**config.mk**
```make
export PLATFORM = sky130hd
export DESIGN_NAME = ppg_beat_detector
export DESIGN_NICKNAME = d
export VERILOG_FILES = /design/src/rtl/ppg_beat_detector.sv
export SDC_FILE = /design/constraint.sdc
export NUM_CORES = 1
export LEC_CHECK = 0
export BUFFER_PORTS_ARGS = -buffer_cell sky130_fd_sc_hd__buf_2
export CORE_AREA = 4 4 99 170
export CTS_CLUSTER_SIZE = 8
export DETAILED_ROUTE_END_ITERATION = 10
export DIE_AREA = 0 0 103 174
export GPL_ROUTABILITY_DRIVEN = 0
export PLACE_DENSITY = 0.76
export RECOVER_POWER = 100
export SETUP_SLACK_MARGIN = 0.02
export SLEW_MARGIN = 20
export SYNTH_ARGS = -nofsm -noshare
export SYNTH_HDL_FRONTEND = slang
export SYNTH_SLANG_ARGS = --single-unit
```
**constraint.sdc**
```tcl
create_clock -name CLK -period 4.3 [get_ports CLK]
set_input_delay 0 -clock CLK [delete_from_list [all_inputs] [get_ports CLK]]
set_output_delay 0 -clock CLK [all_outputs]
set_load 0.005 [all_outputs]
```
**src/rtl/ppg_beat_detector.sv**
```systemverilog
// IR-channel heartbeat peak detector with hysteresis, beat-interval measurement and per-beat AC/DC for RED and IR.
// Optional macro PPG_INTERVAL_AVG_EN: beat_interval reports a 4-beat moving average instead of the raw interval.
module ppg_beat_detector #(
    parameter int HYST         = 8,
    parameter int ARM_SAMPLES  = 16,
    parameter int MIN_INTERVAL = 20,
    parameter int MAX_INTERVAL = 400
) (
    input  logic        CLK,
    input  logic        rst,
    input  logic        enable,
    input  logic        sample_valid,
    input  logic [7:0]  IR_ADC_Value,
    input  logic [7:0]  RED_ADC_Value,
    output logic        beat_valid,
    output logic [11:0] beat_interval,
    output logic [7:0]  ir_ac,
    output logic [7:0]  ir_dc,
    output logic [7:0]  red_ac,
    output logic [7:0]  red_dc,
    output logic        beat_timeout,
    output logic        locked
);

    localparam logic [1:0] ST_IDLE    = 2'd0;
    localparam logic [1:0] ST_ARM     = 2'd1;
    localparam logic [1:0] ST_FALLING = 2'd2;
    localparam logic [1:0] ST_RISING  = 2'd3;

    localparam int               ARM_W    = $clog2(ARM_SAMPLES + 1);
    localparam logic [ARM_W-1:0] ARM_LAST = ARM_W'(ARM_SAMPLES - 1);
    localparam logic [8:0]       HYST9    = 9'(HYST);
    localparam logic [11:0]      MIN_I    = 12'(MIN_INTERVAL);
    localparam logic [11:0]      MAX_I    = 12'(MAX_INTERVAL);

    logic [1:0]       state_q, state_d;
    logic [ARM_W-1:0] arm_cnt_q, arm_cnt_d;
    logic [11:0]      cnt_q, cnt_d;
    logic [7:0]       run_min_q, run_min_d, run_max_q, run_max_d;
    logic [7:0]       cyc_ir_max_q, cyc_ir_max_d, cyc_ir_min_q, cyc_ir_min_d;
    logic [7:0]       cyc_red_max_q, cyc_red_max_d, cyc_red_min_q, cyc_red_min_d;
    logic             locked_q, locked_d;
    logic             beat_valid_q, beat_valid_d;
    logic             beat_timeout_q, beat_timeout_d;
    logic [11:0]      beat_interval_q, beat_interval_d;
    logic [7:0]       ir_ac_q, ir_ac_d, ir_dc_q, ir_dc_d;
    logic [7:0]       red_ac_q, red_ac_d, red_dc_q, red_dc_d;

    logic [7:0]  run_min_upd, run_max_upd;
    logic [7:0]  ir_max_upd, ir_min_upd, red_max_upd, red_min_upd;
    logic [11:0] interval, report_interval;
    logic        timeout_hit, rise_hit, fall_hit, peak;

    // Running extremes including the sample currently on the inputs.
    always_comb begin
        run_min_upd = (IR_ADC_Value < run_min_q) ? IR_ADC_Value : run_min_q;
        run_max_upd = (IR_ADC_Value > run_max_q) ? IR_ADC_Value : run_max_q;
        ir_max_upd  = (IR_ADC_Value > cyc_ir_max_q) ? IR_ADC_Value : cyc_ir_max_q;
        ir_min_upd  = (IR_ADC_Value < cyc_ir_min_q) ? IR_ADC_Value : cyc_ir_min_q;
        red_max_upd = (RED_ADC_Value > cyc_red_max_q) ? RED_ADC_Value : cyc_red_max_q;
        red_min_upd = (RED_ADC_Value < cyc_red_min_q) ? RED_ADC_Value : cyc_red_min_q;
        interval    = cnt_q + 12'd1;
        timeout_hit = (interval >= MAX_I);
        rise_hit    = ({1'b0, IR_ADC_Value} >= ({1'b0, run_min_upd} + HYST9));
        fall_hit    = (({1'b0, IR_ADC_Value} + HYST9) <= {1'b0, run_max_upd});
    end

    always_comb begin
        state_d        = state_q;
        arm_cnt_d      = arm_cnt_q;
        cnt_d          = cnt_q;
        run_min_d      = run_min_q;
        run_max_d      = run_max_q;
        cyc_ir_max_d   = cyc_ir_max_q;
        cyc_ir_min_d   = cyc_ir_min_q;
        cyc_red_max_d  = cyc_red_max_q;
        cyc_red_min_d  = cyc_red_min_q;
        locked_d       = locked_q;
        beat_valid_d   = 1'b0;
        beat_timeout_d = 1'b0;
        ir_ac_d        = ir_ac_q;
        ir_dc_d        = ir_dc_q;
        red_ac_d       = red_ac_q;
        red_dc_d       = red_dc_q;
        peak           = 1'b0;

        if (!enable) begin
            state_d       = ST_IDLE;
            arm_cnt_d     = '0;
            cnt_d         = '0;
            locked_d      = 1'b0;
            run_min_d     = 8'hFF;
            run_max_d     = 8'h00;
            cyc_ir_max_d  = 8'h00;
            cyc_ir_min_d  = 8'hFF;
            cyc_red_max_d = 8'h00;
            cyc_red_min_d = 8'hFF;
        end else if (state_q == ST_IDLE) begin
            state_d   = ST_ARM;
            arm_cnt_d = '0;
        end else if (sample_valid) begin
            if (state_q == ST_ARM) begin
                if (arm_cnt_q == ARM_LAST) begin
                    state_d   = ST_FALLING;
                    run_min_d = IR_ADC_Value;
                    cnt_d     = '0;
                end else begin
                    arm_cnt_d = arm_cnt_q + 1'b1;
                    run_min_d = run_min_upd;
                end
            end else begin
                cyc_ir_max_d  = ir_max_upd;
                cyc_ir_min_d  = ir_min_upd;
                cyc_red_max_d = red_max_upd;
                cyc_red_min_d = red_min_upd;
                if (state_q == ST_FALLING) begin
                    run_min_d = run_min_upd;
                    if (rise_hit) begin
                        state_d   = ST_RISING;
                        run_max_d = IR_ADC_Value;
                    end
                end else begin
                    run_max_d = run_max_upd;
                    if (fall_hit) begin
                        peak      = 1'b1;
                        state_d   = ST_FALLING;
                        run_min_d = IR_ADC_Value;
                    end
                end

                // Timeout outranks a coincident peak; a rejected peak keeps counting.
                if (timeout_hit) begin
                    beat_timeout_d = 1'b1;
                    locked_d       = 1'b0;
                    state_d        = ST_ARM;
                    arm_cnt_d      = '0;
                    cnt_d          = MAX_I;
                end else if (peak && !locked_q) begin
                    locked_d      = 1'b1;
                    cnt_d         = '0;
                    cyc_ir_max_d  = IR_ADC_Value;
                    cyc_ir_min_d  = IR_ADC_Value;
                    cyc_red_max_d = RED_ADC_Value;
                    cyc_red_min_d = RED_ADC_Value;
                end else if (peak && (interval >= MIN_I)) begin
                    beat_valid_d  = 1'b1;
                    cnt_d         = '0;
                    ir_ac_d       = ir_max_upd - ir_min_upd;
                    ir_dc_d       = 8'((9'(ir_max_upd) + 9'(ir_min_upd)) >> 1);
                    red_ac_d      = red_max_upd - red_min_upd;
                    red_dc_d      = 8'((9'(red_max_upd) + 9'(red_min_upd)) >> 1);
                    cyc_ir_max_d  = IR_ADC_Value;
                    cyc_ir_min_d  = IR_ADC_Value;
                    cyc_red_max_d = RED_ADC_Value;
                    cyc_red_min_d = RED_ADC_Value;
                end else begin
                    cnt_d = interval;
                end
            end
        end
    end

    assign beat_interval_d = beat_valid_d ? report_interval : beat_interval_q;

`ifdef PPG_INTERVAL_AVG_EN
    logic [3:0][11:0] hist_q, hist_d;
    logic             hist_full_q, hist_full_d;
    logic [13:0]      hist_sum;

    // The first accepted interval after lock fills the whole window so the average starts sane.
    always_comb begin
        hist_d      = hist_q;
        hist_full_d = hist_full_q;
        if (!enable || beat_timeout_d) begin
            hist_d      = '0;
            hist_full_d = 1'b0;
        end else if (beat_valid_d) begin
            hist_d      = hist_full_q ? {interval, hist_q[3:1]} : {4{interval}};
            hist_full_d = 1'b1;
        end
        hist_sum = 14'(hist_d[0]) + 14'(hist_d[1]) + 14'(hist_d[2]) + 14'(hist_d[3]);
    end

    assign report_interval = 12'(hist_sum >> 2);

    always_ff @(posedge CLK) begin
        if (rst) begin
            hist_q      <= '0;
            hist_full_q <= 1'b0;
        end else begin
            hist_q      <= hist_d;
            hist_full_q <= hist_full_d;
        end
    end
`else
    assign report_interval = interval;
`endif

    always_ff @(posedge CLK) begin
        if (rst) begin
            state_q         <= ST_IDLE;
            arm_cnt_q       <= '0;
            cnt_q           <= '0;
            run_min_q       <= 8'hFF;
            run_max_q       <= 8'h00;
            cyc_ir_max_q    <= 8'h00;
            cyc_ir_min_q    <= 8'hFF;
            cyc_red_max_q   <= 8'h00;
            cyc_red_min_q   <= 8'hFF;
            locked_q        <= 1'b0;
            beat_valid_q    <= 1'b0;
            beat_timeout_q  <= 1'b0;
            beat_interval_q <= '0;
            ir_ac_q         <= '0;
            ir_dc_q         <= '0;
            red_ac_q        <= '0;
            red_dc_q        <= '0;
        end else begin
            state_q         <= state_d;
            arm_cnt_q       <= arm_cnt_d;
            cnt_q           <= cnt_d;
            run_min_q       <= run_min_d;
            run_max_q       <= run_max_d;
            cyc_ir_max_q    <= cyc_ir_max_d;
            cyc_ir_min_q    <= cyc_ir_min_d;
            cyc_red_max_q   <= cyc_red_max_d;
            cyc_red_min_q   <= cyc_red_min_d;
            locked_q        <= locked_d;
            beat_valid_q    <= beat_valid_d;
            beat_timeout_q  <= beat_timeout_d;
            beat_interval_q <= beat_interval_d;
            ir_ac_q         <= ir_ac_d;
            ir_dc_q         <= ir_dc_d;
            red_ac_q        <= red_ac_d;
            red_dc_q        <= red_dc_d;
        end
    end

    assign beat_valid    = beat_valid_q;
    assign beat_interval = beat_interval_q;
    assign ir_ac         = ir_ac_q;
    assign ir_dc         = ir_dc_q;
    assign red_ac        = red_ac_q;
    assign red_dc        = red_dc_q;
    assign beat_timeout  = beat_timeout_q;
    assign locked        = locked_q;

endmodule

```
==> impl_results.md, run 1 <==
- Initial antenna violation count: 0
- Period utilization: 94.62%
- # IOs: 67
- Cell row count: 60
- TritonCTS clock tree: done
- Port bufs: 66
- Min setup slack post-route: 0.2315 ns
- Worst Path Max Fanout: 10
- Antenna-violating nets left: 0
- Status: finished, final reports clean
- Core area: 15460 um^2
- Slew Viols, Final: 0
- Worst Setup Path Type: flop to flop
- Remaining Overflow, GRT: 0
- Layout Utilization: 63.16%
- First-pass GRT wire length: 35.42 mm
- Seq cells post-synth: 114
- Slew HR: 32.58%
- Arr. time, crit path: 4.35 ns
- Largest net degree at the start of global routing: 47
- CP Cell Sequence: inv_1 > ha_1 > nor2b_1 > o21a_1 > o21ai_0 > a21oi_1 > o22a_2 > nor2_1 > a21oi_1 > ha_1 > a211o_1 > or3_1 > o221ai_4 > nand2_2 > a211o_1 > a211oi_1 > o21ai_0
- Synth Flop Type: dfxtp_1
- Routed via count: 7662
- Final wirelength: 22.11 mm
- NumNets Final: 1230
- Leakage: 4.311 nW
- Htree depth: 4
- Peak Freq: 245.8 MHz
- Fraction of registers with async set/reset: 0%
- Synth top area cells: dfxtp_1, ha_1, mux2i_1
- Drt wl/cell: 17.01 um
- Clock sinks: 114
- Die footprint: 17920 um^2
- CTS Buf Count: 17
- Maximum VDD drop: 0.2270 mV
- Clock share of power: 46.5%
- Flop pwr share: 33.3%
- Dpl hpwl: 15.95 mm
- Vias per inst: 5.894
- Cell Pwr Density: 330.4 nW/um^2
- Dpl cell area: 8855 um^2
- Max Buffers Root-to-Sink: 2
- Synth warn: 0
- Die width: 103 um
- Sw Ratio: 28.37%
- DIE HEIGHT: 174 um
- Max cap viols: 0
- Worst Clk Skew: 0.009123 ns
- Post-route design area: 9768 um^2
- Syn_nets: 1152
- Area leader, netlist: dfxtp_1
- Most frequent cells after synthesis: dfxtp_1, nor2_1, ha_1
- Crit path time final: 4.068 ns
- Cell internal pwr: 2.312 mW
- Number of diodes: 0
- NetSw: 0.9158 mW
- Drt first pass iters: 7
- Initial DRC count: 365
- Fin. Hold Viols: 0
- Hold Crit Class: input port to flop
- Syn Inst Count: 1023
- Synth top area share: 27.39%
- DRC viols: 0
- CP peak stage delay: 0.40 ns
- Nature of the critical path startpoint: flop
- Cell with the most instances after synthesis: dfxtp_1
- Unique masters post-synth: 68
- Setup crit end kind: flop
- Register area share after synthesis: 27.39%
- Critical Path RT: 4.58 ns
- Mapped cell area: 8332 um^2
- Share of layout cells above drive strength 1: 11.76%
- Power consumption: 3.228 mW
- Area delta synth->final: 17.24%
- Vias in the first global route: 7573
- GR Util All Layers: 24.63%
- Clk slew on worst S/H paths: 0.06 ns
- Post-Place Worst Slack: 0.005701 ns
- Combinational share of power: 20.1%
- Final setup violation count: 0
- Least-Margin Pin Slew: 1.007 ns
- Post-synth EDFFs: 0
- Mean Syn Cell Area: 8.144 um^2
- Clk Latency, worst-skew pair: 0.42 ns
- CP max stage cell: a211o_1
- CTS root buffer: clkbuf_16
- Starting Density: 53.88%
placed cells by master (no fill, tap or decap), types with 40 or more instances in the layout:
| cell type | n |
|---|---|
| dfxtp_1 | 113 |
| nand2_1 | 72 |
| ha_1 | 104 |
| buf_2 | 40 |
| inv_1 | 78 |
| a211oi_1 | 43 |
| mux2i_1 | 56 |
| a21oi_1 | 57 |
| o21ai_0 | 70 |
| nor2_1 | 105 |
worst paths after layout:
path,startpoint,end,slack (ns),cells after the start
worst max-delay path,run_max_q[1],cyc_red_min_q[4],0.23,17
worst min-delay path,IR_ADC_Value[1],run_min_q[1],0.03,3
worst max register to register,run_max_q[1],cyc_red_min_q[4],0.23,17
worst min register to register,run_max_q[4],run_max_q[4],0.46,2
metal layers:
layer | vias to the layer above | GRT usage (%) | wire length (um)
li1 | 3789 | - | -
met1 | 3592 | 25.56 | 8134
met2 | 209 | 45.95 | 12160
met3 | 72 | 3.373 | 739
met4 | 0 | 12.70 | 1083
met5 | - | 0 | 0
repair_timing:
action                     CTS  global route
cloned                       1             2
resized for setup            2            15
setup endpoints to repair   14            98
pin swaps                    1             6
hold buffers                14             0
setup buffers                1             5
hold endpoints to repair    26             0
power groups by stage:
stage	clock [mW]	combinational, mW	sequential [mW]
floorplan	0	0.449	1.10
global placement	0	0.602	1.10
detailed placement	0	0.612	1.10
CTS	1.51	0.632	1.08
global route	1.57	0.725	1.08
finish	1.50	0.649	1.08
final cells by class:
cell class                      count  area (um^2)
Fill cell                        1330         5697
Multi-Input combinational cell    779         5578
Sequential cell                   114         2283
Timing Repair Buffer              111        754.5
Clock buffer                       19        442.9
Inverter                           78        292.8
Tap cell                          186        232.7
Clock inverter                     13        183.9
metrics by stage:
stage          hold WS (ns)  setup TNS (ns)  instances
2_1_floorplan        0.1570               0       1023
3_3_place_gp         0.3151               0       1245
3_5_place_dp         0.3230               0       1245
4_1_cts             0.02466               0       1293
5_1_grt             0.04778       -0.007499       1300
6_report            0.02629               0       1300
critical path: cells and delay by family (launching register included):
kind / cells / cell delay (ns)
AND/OR/NAND/NOR: 4 / 0.76
buffers and inverters: 1 / 0.06
flip-flops: 1 / 0.32
adder cells (fa/ha/maj): 2 / 0.59
AO/OA/AOI/OAI: 10 / 2.19
cells by family (layout without fill, tap and decap cells):
kind of cell | after synthesis | after routing | share of synthesized area, %
AND/OR/NAND/NOR | 311 | 311 | 17.98
XOR/XNOR | 30 | 30 | 3.154
buffers and inverters | 130 | 221 | 6.307
multiplexers | 59 | 59 | 7.133
flip-flops | 114 | 114 | 27.39
AO/OA/AOI/OAI | 270 | 270 | 21.31
adder cells (fa/ha/maj) | 109 | 109 | 16.73
registers in the layout (all words and copies together), names as in the netlist, 5 cells and up:
name / cells
ir_dc: 8
cyc_red_max_q: 8
run_max_q: 8
ir_ac: 8
cnt_q: 12
run_min_q: 8
red_ac: 8
cyc_red_min_q: 8
cyc_ir_min_q: 8
arm_cnt_q: 5
cyc_ir_max_q: 8
red_dc: 8
beat_interval: 12
Power figures use the tool's default switching activity.
==> run 2, diff against run 1 <==
CORE_AREA = 4 4 129 131   (was 4 4 99 170)
DIE_AREA = 0 0 133 135   (was 0 0 103 174)
==> run 2 against run 1 <==
Via count decreased by 1.3%. Critical path depth up 2. Fmax decreased by 1.3%. Routed wire length decreased by 5.3%. Critical endpoint is now ir_ac[2]. Largest cell class unchanged. Highest routed layer unchanged.
==> impl_results.md, run 2 (synthesized netlist as in run 1, its figures left out) <==
- Status: finished, final reports clean
- Vias per inst: 5.703
- Slew HR: 30.05%
- Initial antenna violation count: 0
- Number of diodes: 0
- GR Util All Layers: 22.66%
- TritonCTS clock tree: done
- Peak Freq: 242.7 MHz
- Dpl hpwl: 14.77 mm
- Share of layout cells above drive strength 1: 11.98%
- Worst R2R Path Depth: 19
- Die width: 133 um
- Worst Path Max Fanout: 18
- Most common cell after layout, fill and taps aside: dfxtp_1
- Starting Density: 53.42%
- Slew Viols, Final: 0
- Least-Margin Pin Slew: 1.045 ns
- Hold depth: 4
- WHS: 0.05024 ns
- Critical Path RT: 4.57 ns
- Fin. Hold Viols: 0
- Initial DRC count: 423
- CTS root buffer: clkbuf_16
- Drt wl/cell: 15.78 um
- DRC viols: 0
- Final setup violation count: 0
- Final wirelength: 20.93 mm
- NumNets Final: 1226
- Die footprint: 17960 um^2
- Vias in the first global route: 7051
- Worst Clk Skew: 0.01005 ns
- Routed via count: 7562
- Htree depth: 4
- Area delta synth->final: 16.59%
- Min setup slack post-route: 0.1789 ns
- Arr. time, crit path: 4.39 ns
- Setup crit end kind: flop
- RSZ-0062 raised after global routing: true
- Core area: 15600 um^2
- Worst Setup Path Type: flop to flop
- Clk Latency, worst-skew pair: 0.42 ns
- Clock sinks: 114
- CTS Buf Count: 17
- # IOs: 67
- Cell Pwr Density: 327.4 nW/um^2
- Post-Place Worst Slack: -0.08291 ns
- Remaining Overflow, GRT: 0
- Period utilization: 95.84%
- Nature of the critical path startpoint: flop
- Maximum VDD drop: 0.2758 mV
- Largest net degree at the start of global routing: 73
- Antenna-violating nets left: 0
- Port bufs: 66
- Crit path time final: 4.121 ns
- DIE HEIGHT: 135 um
- Leakage: 4.287 nW
- Placed cell count: 1276
- Max Buffers Root-to-Sink: 2
- First-pass GRT wire length: 33.53 mm
- Hold Crit Class: input port to flop
- Max cap viols: 0
- Drt first pass iters: 5
- Cell row count: 46
- Fillers: 1362
- Clk slew on worst S/H paths: 0.06 ns
- Most frequent cells in the layout: dfxtp_1, nor2_1, ha_1
- Final std cells w/o fill: 1326
run 2: changes by cell type in the layout (fill, tap and decap cells not counted), sizes merged:
cell	delta
clkbuf	-8
clkinv	+2
inv	-1
dlygate4sd3	-2
buf	+5
run 2: final timing paths:
| check | end | slack, ns | from |
|---|---|---|---|
| max | ir_ac[2] | 0.18 | run_max_q[1] |
| max reg2reg | ir_ac[2] | 0.18 | run_max_q[1] |
| min | cyc_ir_max_q[0] | 0.05 | IR_ADC_Value[0] |
| min reg2reg | cyc_ir_max_q[5] | 0.46 | cyc_ir_max_q[5] |
run 2: routing by layer:
metal	up-vias	part of all wire, %	global-route usage [%]	wire, um
met4	0	1.9	8.603	389
met3	28	4.5	4.098	940
met5	-	0	0	0
li1	3794	-	-	-
met2	177	48	37.75	9943
met1	3563	46	29.32	9656
run 2: through the flow:
| step | instance area [um^2] | power [mW] | TNS (ns) | util (%) |
|---|---|---|---|---|
| final | 9714 | 3.181 | 0 | 62.28 |
| after global routing | 9714 | 3.332 | -1.105 | 62.28 |
| after CTS | 9632 | 3.176 | 0 | 61.75 |
| after detailed placement | 8887 | 1.695 | -0.5263 | 56.98 |
| after global placement | 8887 | 1.681 | 0 | 56.98 |
| after floorplan | 8332 | 1.545 | 0 | - |
run 2: timing repair:
| action | 4_1_cts | 5_1_grt |
|---|---|---|
| endpoints found under the hold margin | 20 | 0 |
| hold buffers | 12 | 0 |
| cloned | 0 | 2 |
| endpoints found under the setup margin | 8 | 90 |
| resized for setup | 1 | 16 |
| pin swaps | 0 | 5 |
| buffers inserted | 0 | 4 |
run 2: power breakdown:
group | switching [mW] | leakage (nW) | total, mW | internal [mW]
Combinational | 0.371 | 3.07 | 0.630 | 0.259
Sequential | 0.00940 | 0.919 | 1.08 | 1.07
Clock | 0.509 | 0.296 | 1.47 | 0.965
run 2: critical path: stages, from the launching register on:
cell	delay, ns
dfxtp_1	0.33
inv_1	0.06
ha_1	0.28
nor2b_1	0.13
o21a_1	0.15
o21ai_0	0.17
a21oi_1	0.09
o22a_1	0.22
nor2_1	0.10
a21oi_1	0.05
ha_1	0.31
a211o_1	0.31
or3_1	0.36
o221ai_4	0.24
nand3_2	0.15
nor4_4	0.29
buf_4	0.20
clkbuf_16	0.22
mux2i_1	0.22
nor2_1	0.07
run 2: area by class of cell:
| cell class | instances | area [um^2] | area share, % |
|---|---|---|---|
| timing repair buffer | 107 | 674.4 | 6.942 |
| sequential | 114 | 2283 | 23.51 |
| clock buffer | 18 | 429.2 | 4.418 |
| clock inverter | 14 | 188.9 | 1.945 |
| multi-input combinational | 779 | 5575 | 57.39 |
| tap | 216 | 270.3 | 2.782 |
| inverter | 78 | 292.8 | 3.014 |
